`config.mk`:
```
export PLATFORM = sky130hd
export DESIGN_NAME = mem_port_arbiter
export DESIGN_NICKNAME = d
export VERILOG_FILES = /design/src/rtl/cache_parameters.sv /design/src/rtl/rr_picker.sv /design/src/rtl/mem_port_arbiter.sv
export SDC_FILE = /design/constraint.sdc
export NUM_CORES = 1
export LEC_CHECK = 0
export CAP_MARGIN = 20
export CELL_PAD_IN_SITES_DETAIL_PLACEMENT = 1
export CELL_PAD_IN_SITES_GLOBAL_PLACEMENT = 2
export CORE_AREA = 5 5 288 290
export DETAILED_ROUTE_END_ITERATION = 10
export DIE_AREA = 0 0 293 295
export HOLD_SLACK_MARGIN = 0.02
export PLACE_DENSITY = 0.56
export SETUP_SLACK_MARGIN = 0.4
export SLEW_MARGIN = 20
export SYNTH_ARGS = -nofsm -noshare
export SYNTH_HDL_FRONTEND = slang
export SYNTH_SLANG_ARGS = --single-unit
```
`constraint.sdc`:
```
create_clock -name clk -period 2.4 [get_ports clk]
set_clock_uncertainty 0.1 [all_clocks]
set_input_delay 0.48 -clock clk [delete_from_list [all_inputs] [get_ports clk]]
set_output_delay 0.48 -clock clk [all_outputs]
set_load 0.01 [all_outputs]
```
`src/rtl/cache_parameters.sv`:
```
// Shared cache/memory types: block geometry, memory port request/response, arbiter states.
// Latency: n/a (types and constants only).
// Backpressure: n/a.
package cache_parameters;

  localparam int ADDR_WIDTH = 32;
  localparam int WORD_WIDTH = 32;
  localparam int BLOCK_SIZE = 4;

  // One cache block, word 0 in the least significant position.
  typedef logic [BLOCK_SIZE-1:0][WORD_WIDTH-1:0] block_t;

  // Cache -> main memory request side.
  typedef struct packed {
    logic                  cs;
    logic                  rw;
    logic [ADDR_WIDTH-1:0] addr;
    block_t                data;
  } memory_request_t;

  // Main memory -> cache response side.
  typedef struct packed {
    logic   ack;
    block_t data;
  } memory_response_t;

  // Memory port arbiter states.
  typedef enum logic [1:0] {
    IDLE    = 2'd0,
    BUSY    = 2'd1,
    RELEASE = 2'd2
  } arb_state_t;

endpackage

```
`src/rtl/rr_picker.sv`:
```
// Round-robin picker: first asserted req scanning last_idx+1, last_idx+2, ... modulo NUM_REQ.
// Latency: purely combinational.
// Backpressure: none; vld is low when no request is asserted.
module rr_picker #(
  parameter int NUM_REQ = 2
) (
  input  logic [NUM_REQ-1:0]         req,
  input  logic [$clog2(NUM_REQ)-1:0] last_idx,
  output logic                       vld,
  output logic [$clog2(NUM_REQ)-1:0] idx
);

  localparam int          IDX_W = $clog2(NUM_REQ);
  localparam int unsigned NUM_U = NUM_REQ;

  // (base + off) mod NUM_REQ; off never exceeds NUM_REQ so one wrap is enough,
  // and no power-of-two request count is assumed.
  function automatic logic [IDX_W-1:0] wrap_add(input logic [IDX_W-1:0] base,
                                                input int unsigned     off);
    int unsigned sum;
    sum = 32'(base) + off;
    if (sum >= NUM_U) sum = sum - NUM_U;
    return IDX_W'(sum);
  endfunction

  // Scan from the farthest candidate back to the nearest so the nearest asserted one wins.
  always_comb begin
    vld = 1'b0;
    idx = '0;
    for (int unsigned i = NUM_U; i >= 1; i--) begin
      if (req[wrap_add(last_idx, i)]) begin
        vld = 1'b1;
        idx = wrap_add(last_idx, i);
      end
    end
  end

endmodule

```
`src/rtl/mem_port_arbiter.sv`:
```
// Round-robin arbiter sharing one cache-to-memory block port among NUM_REQ caches.
// Latency: rq_cs seen in IDLE at t -> mrq_cs at t+1; rs_ack same cycle as mrs_ack; next mrq_cs at ack+3.
// Backpressure: requests are levels held until rs_ack; memory stalls the winner by withholding mrs_ack.
module mem_port_arbiter
  import cache_parameters::*;
#(
  parameter int NUM_REQ        = 2,
  parameter int TIMEOUT_CYCLES = 1024
) (
  input  logic                                 clk,
  input  logic                                 rst,
  input  logic [NUM_REQ-1:0][ADDR_WIDTH-1:0]   rq_addr,
  input  logic [NUM_REQ-1:0]                   rq_cs,
  input  logic [NUM_REQ-1:0]                   rq_rw,
  input  logic [NUM_REQ-1:0][BLOCK_SIZE-1:0][WORD_WIDTH-1:0] rq_data,
  output logic [NUM_REQ-1:0]                   rs_ack,
  output logic [BLOCK_SIZE-1:0][WORD_WIDTH-1:0] rs_data,
  output logic [ADDR_WIDTH-1:0]                mrq_addr,
  output logic                                 mrq_cs,
  output logic                                 mrq_rw,
  output logic [BLOCK_SIZE-1:0][WORD_WIDTH-1:0] mrq_data,
  input  logic                                 mrs_ack,
  input  logic [BLOCK_SIZE-1:0][WORD_WIDTH-1:0] mrs_data,
  output logic [$clog2(NUM_REQ)-1:0]           gnt_id,
  output logic                                 busy,
  output logic                                 err_timeout
);

  localparam int IDX_W = $clog2(NUM_REQ);
  // A zero timeout disables the watchdog; keep the counter at least one bit wide.
  localparam int CNT_W = (TIMEOUT_CYCLES == 0) ? 1 : $clog2(TIMEOUT_CYCLES + 1);
  localparam logic [CNT_W-1:0] CNT_MAX  = CNT_W'(TIMEOUT_CYCLES);
  // Last grant resets to the top index so requester 0 is first in line.
  localparam logic [IDX_W-1:0] LAST_RST = IDX_W'(NUM_REQ - 1);

  arb_state_t       state_q, state_d;
  logic [IDX_W-1:0] last_gnt_q, last_gnt_d;
  memory_request_t  mrq_q, mrq_d;
  memory_response_t mrs;
  logic [CNT_W-1:0] wait_cnt_q, wait_cnt_d;
  logic             err_q, err_d;
  logic             pick_vld;
  logic [IDX_W-1:0] pick_idx;

  assign mrs.ack  = mrs_ack;
  assign mrs.data = mrs_data;

  rr_picker #(
    .NUM_REQ (NUM_REQ)
  ) u_picker (
    .req      (rq_cs),
    .last_idx (last_gnt_q),
    .vld      (pick_vld),
    .idx      (pick_idx)
  );

  // Arbitration FSM: capture the winner in IDLE, hold the request through BUSY,
  // then force one cs-low RELEASE cycle so the acked cache can drop its request.
  always_comb begin
    state_d    = state_q;
    last_gnt_d = last_gnt_q;
    mrq_d      = mrq_q;
    case (state_q)
      IDLE: begin
        if (pick_vld) begin
          state_d    = BUSY;
          last_gnt_d = pick_idx;
          mrq_d.cs   = 1'b1;
          mrq_d.rw   = rq_rw[pick_idx];
          mrq_d.addr = rq_addr[pick_idx];
          mrq_d.data = rq_data[pick_idx];
        end
      end
      BUSY: begin
        if (mrs.ack) begin
          state_d  = RELEASE;
          mrq_d.cs = 1'b0;
        end
      end
      RELEASE: begin
        state_d = IDLE;
      end
      default: begin
        state_d  = IDLE;
        mrq_d.cs = 1'b0;
      end
    endcase
  end

  // Watchdog: count un-acked BUSY cycles from each grant, saturating; the error is sticky.
  always_comb begin
    wait_cnt_d = wait_cnt_q;
    err_d      = err_q;
    if (TIMEOUT_CYCLES != 0) begin
      if (state_q == IDLE && pick_vld) begin
        wait_cnt_d = '0;
      end else if (state_q == BUSY && !mrs.ack && wait_cnt_q != CNT_MAX) begin
        wait_cnt_d = wait_cnt_q + 1'b1;
      end
      if (state_q == BUSY && wait_cnt_d == CNT_MAX) begin
        err_d = 1'b1;
      end
    end
  end

  // Completion pulse goes only to the current grantee, and only while a transaction is open.
  always_comb begin
    rs_ack = '0;
    if (state_q == BUSY && mrs.ack) begin
      rs_ack[last_gnt_q] = 1'b1;
    end
  end

  // State registers; reset abandons any open transaction without an ack.
  always_ff @(posedge clk) begin
    if (rst) begin
      state_q    <= IDLE;
      last_gnt_q <= LAST_RST;
      mrq_q      <= '0;
      wait_cnt_q <= '0;
      err_q      <= 1'b0;
    end else begin
      state_q    <= state_d;
      last_gnt_q <= last_gnt_d;
      mrq_q      <= mrq_d;
      wait_cnt_q <= wait_cnt_d;
      err_q      <= err_d;
    end
  end

  assign rs_data     = mrs.data;
  assign mrq_cs      = mrq_q.cs;
  assign mrq_rw      = mrq_q.rw;
  assign mrq_addr    = mrq_q.addr;
  assign mrq_data    = mrq_q.data;
  assign gnt_id      = last_gnt_q;
  assign busy        = (state_q == BUSY);
  assign err_timeout = err_q;

endmodule

```
==> impl_results.md <==
* Run status: finished clean
* PD cells at 591 mW/mm2
* Clock Path Buffers at 2
* Placed insts at 2374
* Antenna viol nets, final at 0
* H-tree depth at 4
* Power, Total at 9020 uW
* First-pass iteration count of the detailed router at 4
* Top-area cell type share of the netlist area at 0.399
* YS warnings at 0
* Worst R2R End: err_timeout
* Synth cell count leaders: dfxtp_1 (177), nor2_1 (176), mux2i_1 (163)
* Area leader, netlist: dfxtp_1
* Final Max Tran Viols at 0
* # port buffers at 493
* Post-Route WL at 39900 um
* Min Hold Slack at 0.117 ns
* Setup crit end kind: register
* Final setup vio count at 0
* Ant diodes at 0
* Crit-path cells: or4b_4, nor4_4, nor2_2, mux2i_1, or4_1, o22ai_2
* Crit-path max cell delay at 0.55 ns
* Hold path depth at 2
* Syn nets at 1414
* TritonCTS clock tree: done
* HP Class: primary input to register
* Num ports at 750
* Drt via density at 3.39
* Worst-skew pair later-pin latency at 0.47 ns
* Clock buffer count from CTS at 17
* Core box area at 0.0800 mm2
* First-pass GRT wire length at 57800 um
* # DRC at 0
* Final core occ at 0.191
* Vias in the first global route at 9106
* DIE WIDTH at 293 um
* Initial antenna violation count at 0
* Sink Count at 177
* Asr flop ratio synth at 0
* Buffers & Inverters on Critical Path at 0
* Hold Path Sink: mrq_cs
* GPL Wtd Cong at 0.767
* Layout area overhead at 72.0%
* Fmax at 462 MHz
* Worst rel slew slack at 0.620
* EDFF count, synth at 0
* R2R cell count at 6
* Non-filler cells, final at 2423
* Distinct cells, synth at 46
* Static Leak at 0.00611 uW
* Worst-path maximum fanout at 8
* Most common flop cell mapped by yosys: dfxtp_1
* Count leader, synth: dfxtp_1
* CP startpoint kind: register
* Most area-consuming cells after synthesis: dfxtp_1 (40%), mux2i_1 (18%), a211oi_1 (14%)
* Global-route usage over all layers at 0.0878
* Setup WS post-layout at 0.238 ns
* Final Cycle Share at 0.901
* Die area at 0.0864 mm2
* Layout cells sized above 1 at 0.119
* Largest net degree at the start of global routing at 98
* FF-to-FF Start: wait_cnt_q[8]
* Mapped Area at 0.00887 mm2
* Place WS at -0.295 ns
* GRT Residual Overflow at 0
* Max-Cap Viols at 0
* WL/cell at 16.5 um
* Clock-pin slew on the worst setup and hold paths at 0.07 ns
* Worst-Margin Slew at 0.570 ns
* Gate Count Post-Synth at 957
* Die Ht at 295 um
* Maximum vdd drop at 0.000492 V
* Critical path class: register to register
* Hold Vio Cnt, Final at 0
* Worst hold start: rst
* Min cycle time layout at 2.16 ns
* Syn Area/Cell at 9.27 um2
* CP Data Required Time at 2.70 ns
* CP arrival at 2.46 ns
* Row count at 104
* Sequential area share after synthesis at 0.399
* RSZ-0062 raised after global routing: true
* Fillers at 9307
* CP top delay family: simple AND/OR/NAND/NOR gates
* Final #Nets at 1808
* Synth Register Bits at 177
* Worst path slowest cell: or4b_4
* Initial Utilization at 0.111
* R2r setup slk at 0.24 ns
* Total number of vias at 8224
* HPWL after detailed placement at 31500 um
* Drt initial violations at 164
* Clk root buf: clkbuf_16
-- timing repair --
item                       CTS  global route
pin swaps                    3             2
resized for setup          187            32
cloned                       0             1
setup buffers               10             7
hold buffers                 0             0
setup endpoints to repair  168            29
-- cell type report --
type / count / area (um2) / area share
repair buffers: 582 / 5630 / 0.369
multi-input cells: 570 / 4130 / 0.271
flip-flops and latches: 177 / 3550 / 0.233
well taps: 1060 / 1330 / 0.0869
clock buffers: 17 / 425 / 0.0279
clock inverters: 14 / 180 / 0.0118
inverters: 3 / 11.3 / 0.000738
-- logic make-up (layout without fill, tap and decap cells) --
group,Yosys count,after routing,share of synthesized area
compound gates,181,181,0.151
xor+xnor,10,10,0.00987
fa+ha+maj,2,2,0.00282
buf+inv,210,616,0.150
flops,177,177,0.399
mux,163,163,0.184
simple gates,214,214,0.104
-- worst max path at each step --
| stage | start | endpoint | slack (ns) | depth (start not counted) |
|---|---|---|---|---|
| detailed placement | mrs_ack | err_timeout | -0.30 | 7 |
| global placement | mrs_ack | err_timeout | -0.31 | 7 |
| floorplan | wait_cnt_q[3] | err_timeout | 0.29 | 7 |
| global route | wait_cnt_q[1] | err_timeout | 0.14 | 8 |
| CTS | state_q[1] | rs_ack[0] | 0.23 | 5 |
| finish | wait_cnt_q[8] | err_timeout | 0.24 | 6 |
-- layer usage --
metal | wire [um] | vias to the layer above | track usage
li1 | - | 4047 | -
met1 | 15300 | 3717 | 0.0940
met2 | 19600 | 375 | 0.150
met3 | 3410 | 85 | 0.0379
met4 | 1530 | 0 | 0.0419
met5 | 0 | - | 0
-- worst reg2reg max path, delay by kind of cell, from the launching register on --
family,cells,cell delay (ns)
flip-flops,1,0.37
AND/OR/NAND/NOR,4,1.38
multiplexers,1,0.16
AO/OA/AOI/OAI,1,0.10
-- stage by stage --
step	instance area (um2)	TNS (ns)
final	15300	0
after global routing	15300	0
after CTS	15000	0
after detailed placement	14500	-3.40
after global placement	14500	-2.35
after floorplan	8880	0
-- registers in the layout (all words and copies together) (netlist names) --
name         count
mrq_data       128
mrq_addr        32
wait_cnt_q      11
state_q          2
err_timeout      1
gnt_id           1
mrq_cs           1
mrq_rw           1
-- power breakdown --
| group | switching, uW | internal [uW] |
|---|---|---|
| combinational | 1180 | 1360 |
| clock | 1400 | 1650 |
| sequential | 168 | 3270 |
| total | 2750 | 6280 |
-- layout by cell type (no fill, tap or decap), types with 3 or more instances in the layout --
cell type / Yosys / routed
a211oi_1: 162 / 162
a21oi_1: 7 / 6
buf_12: 0 / 14
buf_4: 130 / 64
buf_6: 2 / 13
bufinv_16: 0 / 3
clkbuf_16: 0 / 18
clkdlybuf4s50_1: 0 / 324
clkinvlp_4: 0 / 3
dfxtp_1: 177 / 171
dfxtp_2: 0 / 5
dlygate4sd2_1: 0 / 163
mux2i_1: 163 / 152
mux2i_2: 0 / 8
mux2i_4: 0 / 3
nand2_1: 11 / 10
nand3_1: 3 / 3
nor2_1: 176 / 173
nor2_2: 0 / 3
o21ai_0: 3 / 3
or4b_4: 2 / 3
xnor2_1: 7 / 7
xor2_1: 3 / 3
Note: power is estimated with default switching activity, not from simulation.
